===== src/rtl/esm_issue_scheduler.sv =====
// rtl/esm_issue_scheduler.sv - ESM buffer slot allocator and round-robin issue scheduler
// Optional statistics outputs (occupancy, stall_cnt) built when ESM_SCHED_STATS_EN is defined.
module esm_issue_scheduler #(
   parameter int Instruction_word_size = 32,
   parameter int bs                    = 16,
   parameter int SETTLE                = 2
) (
   input  logic                             clk,
   input  logic                             rst,
   input  logic                             in_valid,
   output logic                             in_ready,
   input  logic [Instruction_word_size-1:0] in_instr,
   output logic                             ida_we,
   output logic [$clog2(bs)-1:0]            ida_index,
   output logic [0:bs-1]                    valid_entries,
   input  logic [0:bs-1]                    independent_instr,
   output logic                             issue_valid,
   input  logic                             issue_ready,
   output logic [$clog2(bs)-1:0]            issue_index,
   output logic [Instruction_word_size-1:0] issue_instr,
   input  logic                             complete_valid,
   input  logic [$clog2(bs)-1:0]            complete_index,
   output logic                             err_bad_complete
`ifdef ESM_SCHED_STATS_EN
   ,
   output logic [$clog2(bs):0]              occupancy,
   output logic [15:0]                      stall_cnt
`endif
);

   localparam int IW = $clog2(bs);
   localparam int CW = (SETTLE < 1) ? 1 : $clog2(SETTLE + 1);

   typedef enum logic [1:0] {S_FREE, S_SETTLING, S_WAITING, S_ISSUED} slot_state_e;

   slot_state_e                      state_q [bs];
   slot_state_e                      state_d [bs];
   logic [CW-1:0]                    cnt_q   [bs];
   logic [CW-1:0]                    cnt_d   [bs];
   logic [Instruction_word_size-1:0] mem     [bs];
   logic [IW-1:0]                    rr_q;
   logic [IW-1:0]                    alloc_slot;
   logic [IW-1:0]                    cand_slot;
   logic [bs-1:0]                    free_vec;
   logic [bs-1:0]                    elig_vec;
   logic                             alloc_ok;
   logic                             cand_found;
   logic                             hs;
   logic                             complete_ok;

   // Lowest-numbered free slot; looking only at registered state keeps a slot freed this cycle out of reach.
   always_comb begin
      free_vec   = '0;
      elig_vec   = '0;
      alloc_slot = '0;
      for (int i = bs - 1; i >= 0; i--) begin
         free_vec[i] = (state_q[i] == S_FREE);
         elig_vec[i] = (state_q[i] == S_WAITING) && independent_instr[i];
         valid_entries[i] = (state_q[i] != S_FREE);
         if (state_q[i] == S_FREE) alloc_slot = IW'(i);
      end
   end

   assign in_ready    = |free_vec;
   assign alloc_ok    = in_valid && in_ready;
   assign hs          = issue_valid && issue_ready;
   assign complete_ok = complete_valid && (state_q[complete_index] == S_ISSUED);

   // Round-robin search: offsets are scanned downwards so the slot nearest rr_q wins.
   always_comb begin
      cand_found = 1'b0;
      cand_slot  = '0;
      for (int k = bs - 1; k >= 0; k--) begin
         if (elig_vec[rr_q + IW'(k)]) begin
            cand_found = 1'b1;
            cand_slot  = rr_q + IW'(k);
         end
      end
   end

   always_comb begin
      for (int i = 0; i < bs; i++) begin
         state_d[i] = state_q[i];
         cnt_d[i]   = cnt_q[i];
         if (state_q[i] == S_SETTLING) begin
            if (cnt_q[i] <= CW'(1)) begin
               state_d[i] = S_WAITING;
               cnt_d[i]   = '0;
            end else begin
               cnt_d[i] = cnt_q[i] - CW'(1);
            end
         end
      end
      if (alloc_ok) begin
         state_d[alloc_slot] = (SETTLE == 0) ? S_WAITING : S_SETTLING;
         cnt_d[alloc_slot]   = CW'(SETTLE);
      end
      if (hs) state_d[issue_index] = S_ISSUED;
      if (complete_ok) state_d[complete_index] = S_FREE;
   end

   always_ff @(posedge clk or posedge rst) begin
      if (rst) begin
         for (int i = 0; i < bs; i++) begin
            state_q[i] <= S_FREE;
            cnt_q[i]   <= '0;
         end
      end else begin
         for (int i = 0; i < bs; i++) begin
            state_q[i] <= state_d[i];
            cnt_q[i]   <= cnt_d[i];
         end
      end
   end

   always_ff @(posedge clk) begin
      if (alloc_ok) mem[alloc_slot] <= in_instr;
   end

   // Issue outputs are frozen while offered; a new candidate loads only after the handshake cycle.
   always_ff @(posedge clk or posedge rst) begin
      if (rst) begin
         ida_we           <= 1'b0;
         ida_index        <= '0;
         issue_valid      <= 1'b0;
         issue_index      <= '0;
         issue_instr      <= '0;
         rr_q             <= '0;
         err_bad_complete <= 1'b0;
      end else begin
         ida_we <= alloc_ok;
         if (alloc_ok) ida_index <= alloc_slot;
         if (hs) begin
            issue_valid <= 1'b0;
            rr_q        <= issue_index + IW'(1);
         end else if (!issue_valid && cand_found) begin
            issue_valid <= 1'b1;
            issue_index <= cand_slot;
            issue_instr <= mem[cand_slot];
         end
         if (complete_valid && !complete_ok) err_bad_complete <= 1'b1;
      end
   end

`ifdef ESM_SCHED_STATS_EN
   always_ff @(posedge clk or posedge rst) begin
      if (rst) begin
         occupancy <= '0;
         stall_cnt <= '0;
      end else begin
         if (alloc_ok && !complete_ok) occupancy <= occupancy + 1'b1;
         else if (!alloc_ok && complete_ok) occupancy <= occupancy - 1'b1;
         if (in_valid && !in_ready && stall_cnt != 16'hFFFF) stall_cnt <= stall_cnt + 16'd1;
      end
   end
`else
   // statistics counters not built
`endif

endmodule

===== config.mk =====
export PLATFORM = sky130hd
export DESIGN_NAME = esm_issue_scheduler
export DESIGN_NICKNAME = d
export VERILOG_FILES = /design/src/rtl/esm_issue_scheduler.sv
export SDC_FILE = /design/constraint.sdc
export NUM_CORES = 1
export LEC_CHECK = 0
export ABC_AREA = 1
export BUFFER_PORTS_ARGS = -buffer_cell sky130_fd_sc_hd__buf_2
export CAP_MARGIN = 10
export CORE_MARGIN = 4
export CORE_UTILIZATION = 35
export CTS_BUF_LIST = sky130_fd_sc_hd__clkbuf_8
export DETAILED_ROUTE_END_ITERATION = 8
export MAX_ROUTING_LAYER = met4
export PLACE_DENSITY = 0.57
export SLEW_MARGIN = 20
export SYNTH_ARGS = -nofsm -noshare
export SYNTH_HDL_FRONTEND = slang
export SYNTH_SLANG_ARGS = --single-unit

===== constraint.sdc =====
create_clock -name clk -period 5.7 [get_ports clk]
set_clock_uncertainty 0.15 [all_clocks]
set_input_delay 0.855 -clock clk [delete_from_list [all_inputs] [get_ports clk]]
set_output_delay 0.855 -clock clk [all_outputs]
set_load 0.02 [all_outputs]

==> metrics.md, run 1 <==
| Metric | Value |
|---|---|
| Sequential share of the synthesized area | `65.2%` |
| Reg clk slew, reported paths | `60 ps` |
| Synthesis warning total | `0` |
| Post-layout min period | `4860 ps` |
| Non-filler cells, final | `3996` |
| Ports | `117` |
| Die area | `84100 µm²` |
| Crit-path slowest cell | `dfrtp_1` |
| Layout cells sized above 1 | `11.7%` |
| Routed via count | `20700` |
| CTS Sinks | `623` |
| NumNets Final | `2925` |
| Worst Setup Start Kind | `flip-flop` |
| Synth top area share | `55.2%` |
| Largest area contributor in the netlist | `edfxtp_1` |
| Syn-to-layout area delta | `13.5%` |
| Mux share of post-synthesis cell area | `0%` |
| Filler cell count | `7727` |
| Post-CTS setup buffer count | `0` |
| CP max stage delay | `500 ps` |
| Register area | `18200 µm²` |
| Row cnt | `103` |
| Synth Area in Simple Gates | `25.6%` |
| Post-route setup TNS | `0 ps` |
| CTS-repair resized insts | `0` |
| Top cells by count, synth | `829 x nand3_1, 601 x nand2_1, 512 x edfxtp_1, 172 x inv_1, 150 x nor2_1` |
| Fin util | `40.1%` |
| Post-synthesis cell area | `27800 µm²` |
| Cells after Synth | `2748` |
| CTS root buffer | `clkbuf_8` |
| GP Congestion | `0.941` |
| Final wirelength | `81.2 mm` |
| CP startpoint | `rr_q[0]` |
| Drt via density | `5.18` |
| Synth unique cells | `39` |
| CTS tree | `done` |
| #FFs+latches synth | `623` |
| CP Max Fanout | `74` |
| Vias in the first global route | `20000` |
| First-pass iteration count of the detailed router | `7` |
| # DRC | `0` |
| Post-Synth Adder-Cell Area | `0.494%` |
| DR iter-0 viols | `1640` |
| Count of final hold-check violations | `0` |
| Setup crit end kind | `flip-flop` |
| Gr usage total | `19.4%` |
| Worst slew pin tran | `1050 ps` |
| Core footprint | `78900 µm²` |
| CTS HTree Levels | `3` |
| Die height | `290 µm` |
| Remaining global-route overflow | `0` |
| Largest net degree at the start of global routing | `208` |
| CTS max path bufs | `3` |
| Top cell by count, worst path | `nand2_1` |
| Fin worst setup slack | `843 ps` |
| Critical path type | `flip-flop to flip-flop` |
| Status | `finished clean` |
| # Max-Cap Violations | `0` |
| Ys flop type | `edfxtp_1` |
| Dpl ws | `894 ps` |
| Initial antenna violation count | `8` |
| Hold WC Path Type | `input pin to asynchronous set/reset pin` |
| Worst reg2reg startpoint | `rr_q[0]` |
| Die width | `290 µm` |
| Main combinational cell family by area after synthesis | `simple AND/OR/NAND/NOR gates` |
| Post-synth net total | `2816` |
| Post-synth EDFFs | `512` |
| FF-to-FF path depth | `31` |
| Fmax | `206 MHz` |
| RSZ-0062 raised after global routing | `false` |
| CP arrival | `5240 ps` |
| Multi-input combinational cell area | `8350 µm²` |
| Pins Over Slew Limit | `0` |
| FFs w/ async S/R, synth | `17.8%` |
| Period utilization | `85.2%` |
| # setup viols final | `0` |
| Most common cell in the netlist | `nand3_1` |
| Routed WL per cell | `20.3 µm` |
| Initial Util | `35.3%` |
| Avg Cell Area, Syn | `10.1 µm²` |
| DP HPWL | `45.4 mm` |
| Max_slew headroom | `29.7%` |
| Placed Cells incl. Taps | `3804` |
| Largest cells by area after synthesis | `edfxtp_1 55%, nand3_1 15%, dfrtp_1 10%, nand2_1 8.1%, inv_1 2.3%` |
| Complex-gate fraction of the synthesized area | `3.18%` |
| Worst-Skew Late Latency | `710 ps` |
| CTS Hold Bufs | `0` |
| XOR/XNOR Fraction of Synth Area | `0.333%` |
| Num CTS Buffers | `100` |
| IO buf count | `116` |
| DRT antenna net count | `0` |
| CP required | `6080 ps` |
| Global-route wire length before repair | `123 mm` |
[path summary, 6_finish.rpt]
kind | to | slack [ps]
max in group asynchronous | issue_instr[23] | 4060
setup / recovery | issue_instr[23] | 840
setup reg to reg | issue_instr[23] | 840
hold / removal | issue_instr[26] | 180
hold reg to reg | ida_index[3] | 330
min in group clk | err_bad_complete | 270
[placed cells by master (no fill, tap or decap), drive strengths merged]
cell type / count
nand3: 829
nor3: 8
xnor2: 2
a21boi: 1
nand4: 12
clkbuf: 122
o21ai: 76
o22ai: 5
a22o: 1
and2: 1
nand2: 604
o21a: 1
o221ai: 3
xor2: 6
dfrtp: 111
edfxtp: 512
diode: 6
ha: 11
o21bai: 1
buf: 161
o211ai: 1
nor4: 2
a21oi: 42
a21o: 4
nor2: 150
clkinv: 19
inv: 222
nor4b: 1
clkinvlp: 3
a22oi: 3
bufinv: 3
o31ai: 1
a31oi: 22
[critical path, delay by kind of cell, from the launching register on]
kind,cells,cell delay [ps]
simple gates,25,2540
xor+xnor,1,350
buf+inv,4,890
fa+ha+maj,1,250
flops,1,500
[sequential cells by signal, indices dropped and copies added (netlist names)]
signal            flops
cnt_q                32
issue_instr          32
state_q              32
mem                 512
ida_index             4
rr_q                  4
issue_index           4
ida_we                1
issue_valid           1
err_bad_complete      1
[layer usage]
metal	track usage (%)	routed length, µm	vias to the layer above	share of wire [%]
li1	-	-	9838	-
met1	25.7	35200	10000	43
met2	30.5	38300	682	47
met3	3.91	5460	143	6.7
met4	5.99	2190	0	2.7
met5	-	0	-	0
[area by class of cell]
class,instances,share of cell area (%)
Inverter,184,2.21
Antenna cell,6,0.0475
Sequential cell,623,57.4
Tap cell,1050,4.16
Clock buffer,122,5.31
Timing Repair Buffer,161,3.30
Multi-Input combinational cell,1787,26.4
Clock inverter,63,1.12
[cell families (layout without fill, tap and decap cells)]
family | count (synthesis) | count (layout)
AO/OA/AOI/OAI | 161 | 161
XOR/XNOR | 8 | 8
adder cells (fa/ha/maj) | 11 | 11
buffers and inverters | 338 | 530
flip-flops | 623 | 623
other | 0 | 6
AND/OR/NAND/NOR | 1607 | 1607
[per-stage QoR]
stage / cell area [µm²] / hold WS (ps)
after floorplan: 27800 / 331
after global placement: 29500 / 307
after detailed placement: 29500 / 315
after CTS: 31600 / 163
after global routing: 31600 / 219
final: 31600 / 183
Power of run 1 is left out: the tool's default activity adds up to more than one toggle a clock period on the data nets, which glitch-free logic cannot reach.
==> run 2, diff against run 1 <==
--- a/config.mk
+++ b/config.mk
@@ -10,7 +10,7 @@
 export CAP_MARGIN = 10
 export CORE_MARGIN = 4
 export CORE_UTILIZATION = 35
-export CTS_BUF_LIST = sky130_fd_sc_hd__clkbuf_8
+export CTS_BUF_LIST = sky130_fd_sc_hd__clkbuf_4
 export DETAILED_ROUTE_END_ITERATION = 8
 export MAX_ROUTING_LAYER = met4
 export PLACE_DENSITY = 0.57
==> metrics.md, run 2 (same netlist as run 1, synthesis figures left out) <==
| Metric | Value |
|---|---|
| Die width | `290 µm (unchanged)` |
| Die area | `84100 µm² (unchanged)` |
| Routed via count | `21400 (+3.2%)` |
| # setup viols final | `0 (unchanged)` |
| CP required | `6360 ps (+280 ps)` |
| Remaining global-route overflow | `0 (unchanged)` |
| Internal reg-to-reg setup slack | `860 ps (+20 ps)` |
| IO buf count | `116 (unchanged)` |
| Most common cell after layout, fill and taps aside | `nand3_1` |
| DRT antenna net count | `0 (unchanged)` |
| Initial Util | `35.3% (unchanged)` |
| Final wirelength | `81.9 mm (+0.82%)` |
| First-pass iteration count of the detailed router | `5 (-2)` |
| CTS Hold Bufs | `21 (+21)` |
| Count of final hold-check violations | `0 (unchanged)` |
| Drt via density | `5.18 (-0.12%)` |
| GP Congestion | `0.941 (unchanged)` |
| Ports | `117 (unchanged)` |
| Largest register FFs | `512 (unchanged)` |
| Dpl ws | `894 ps (unchanged)` |
| Worst Setup Start Kind | `flip-flop` |
| Multi-input combinational cell area | `8350 µm² (unchanged)` |
| Max_slew headroom | `28.9% (-0.84 points)` |
| Critical path type | `flip-flop to flip-flop` |
| NumNets Final | `3008 (+2.8%)` |
| Pins Over Slew Limit | `0 (unchanged)` |
| Core footprint | `78900 µm² (unchanged)` |
| # DRC | `0 (unchanged)` |
| Post-CTS setup buffer count | `0 (unchanged)` |
| Largest net degree at the start of global routing | `208 (unchanged)` |
| CTS HTree Levels | `4 (+1)` |
| Reg clk slew, reported paths | `80 ps (+20 ps)` |
| CP max stage delay | `490 ps (about the same)` |
| CTS-repair resized insts | `0 (unchanged)` |
| Post-route setup TNS | `0 ps (unchanged)` |
| Status | `finished clean` |
| Worst reg2reg startpoint | `rr_q[0]` |
| Syn-to-layout area delta | `14.6%` |
| Fin worst setup slack | `863 ps (+20.1 ps)` |
| WHS Endpoint | `mem[10][1]` |
| Layout cells sized above 1 | `15.2% (+3.5 points)` |
| Hold path depth | `1` |
| CTS root buffer | `clkbuf_4` |
| Initial antenna violation count | `7 (-1)` |
| Routed WL per cell | `19.8 µm (-2.5%)` |
| Worst R2R End | `issue_instr[23]` |
| Setup crit end kind | `flip-flop` |
| Vias in the first global route | `20700 (+3.7%)` |
| CP startpoint | `rr_q[0]` |
| Hold slack final | `124 ps (-58.9 ps)` |
| Num CTS Buffers | `162 (+62%)` |
| Highest-count cells in the layout ignoring fill and taps | `829 x nand3_1, 598 x nand2_1, 512 x edfxtp_1` |
| CP arrival | `5500 ps (+260 ps)` |
| Register area | `18200 µm² (unchanged)` |
| CTS tree | `done` |
| # Max-Cap Violations | `0 (unchanged)` |
| Hold WC Path Type | `input pin to flip-flop` |
| Most flops, register | `mem` |
| Period utilization | `84.9% (-0.35 points)` |
| CTS max path bufs | `3 (unchanged)` |
| RSZ-0062 raised after global routing | `false` |
| FF-to-FF path depth | `29 (-6.5%)` |
| Min-delay src | `in_instr[1]` |
| Row cnt | `103 (unchanged)` |
| CP Max Fanout | `74 (unchanged)` |
| Global-route wire length before repair | `125 mm (+1.1%)` |
| CP bufs+invs | `4 (unchanged)` |
| Fmax | `207 MHz (+0.42%)` |
| Top cell by count, worst path | `nand2_1` |
| Worst slew pin tran | `1070 ps (+12.6 ps)` |
| CTS Sinks | `623 (unchanged)` |
| DP HPWL | `45.4 mm (unchanged)` |
| DR iter-0 viols | `1662 (+1.3%)` |
| Die height | `290 µm (unchanged)` |
| Crit-path slowest cell | `dfrtp_1` |
| Gr usage total | `19.7% (+0.29 points)` |
| Filler cell count | `7752 (+0.32%)` |
| CP delay by family, top | `simple AND/OR/NAND/NOR gates` |
| Post-layout min period | `4840 ps (-20.1 ps)` |
| Worst-Skew Late Latency | `1030 ps (+320 ps)` |
run 2: changes by cell type in the layout (fill, tap and decap cells not counted):
cell           change
inv_8              +2
dlygate4sd3_1     +21
clkinv_1          +27
clkbuf_4         +242
clkinv_2           -4
clkbuf_8         -122
clkinv_4           +4
bufinv_16          -2
inv_12             -1
inv_1             -39
diode_2            +1
clkinvlp_4         +1
inv_6              +4
run 2: final cells by class:
cell class | instances | area share (%)
repair buffers | 182 | 3.93
clock buffers | 242 | 5.69
clock inverters | 55 | 0.976
inverters | 184 | 2.19
diodes | 7 | 0.0549
multi-input cells | 1787 | 26.2
well taps | 1050 | 4.12
flip-flops and latches | 623 | 56.9
run 2: stage by stage:
| stage | instance area, µm² | std cells | util, % |
|---|---|---|---|
| after floorplan | 27800 | 2748 | - |
| after global placement | 29500 | 3804 | 37.5 |
| after detailed placement | 29500 | 3804 | 37.5 |
| after CTS | 31900 | 4122 | 40.4 |
| after global routing | 31900 | 4130 | 40.5 |
| final | 31900 | 4130 | 40.5 |
run 2: worst max path at each step:
stage	slack (ps)	to	cells past startpoint
2_1_floorplan	1760	cnt_q[0]	1
3_3_place_gp	850	issue_instr[19]	31
3_5_place_dp	890	issue_instr[23]	31
4_1_cts	870	issue_instr[23]	31
5_1_grt	430	issue_instr[23]	31
6_report	860	issue_instr[23]	29
run 2: layer usage:
layer | global-route usage, % | vias up | wire length (µm)
met1 | 25.4 | 10300 | 35500
met3 | 4.86 | 140 | 5750
met2 | 30.5 | 771 | 38500
met4 | 6.98 | 0 | 2170
li1 | - | 10100 | -
met5 | - | - | 0
run 2: worst reg2reg max path: cells and delay by family (launching register included):
family | cells | cell delay, ps
compound gates | 1 | 260
simple gates | 23 | 2520
fa+ha+maj | 1 | 340
buf+inv | 4 | 960
flops | 1 | 490
Power of run 2 is left out for the same reason.
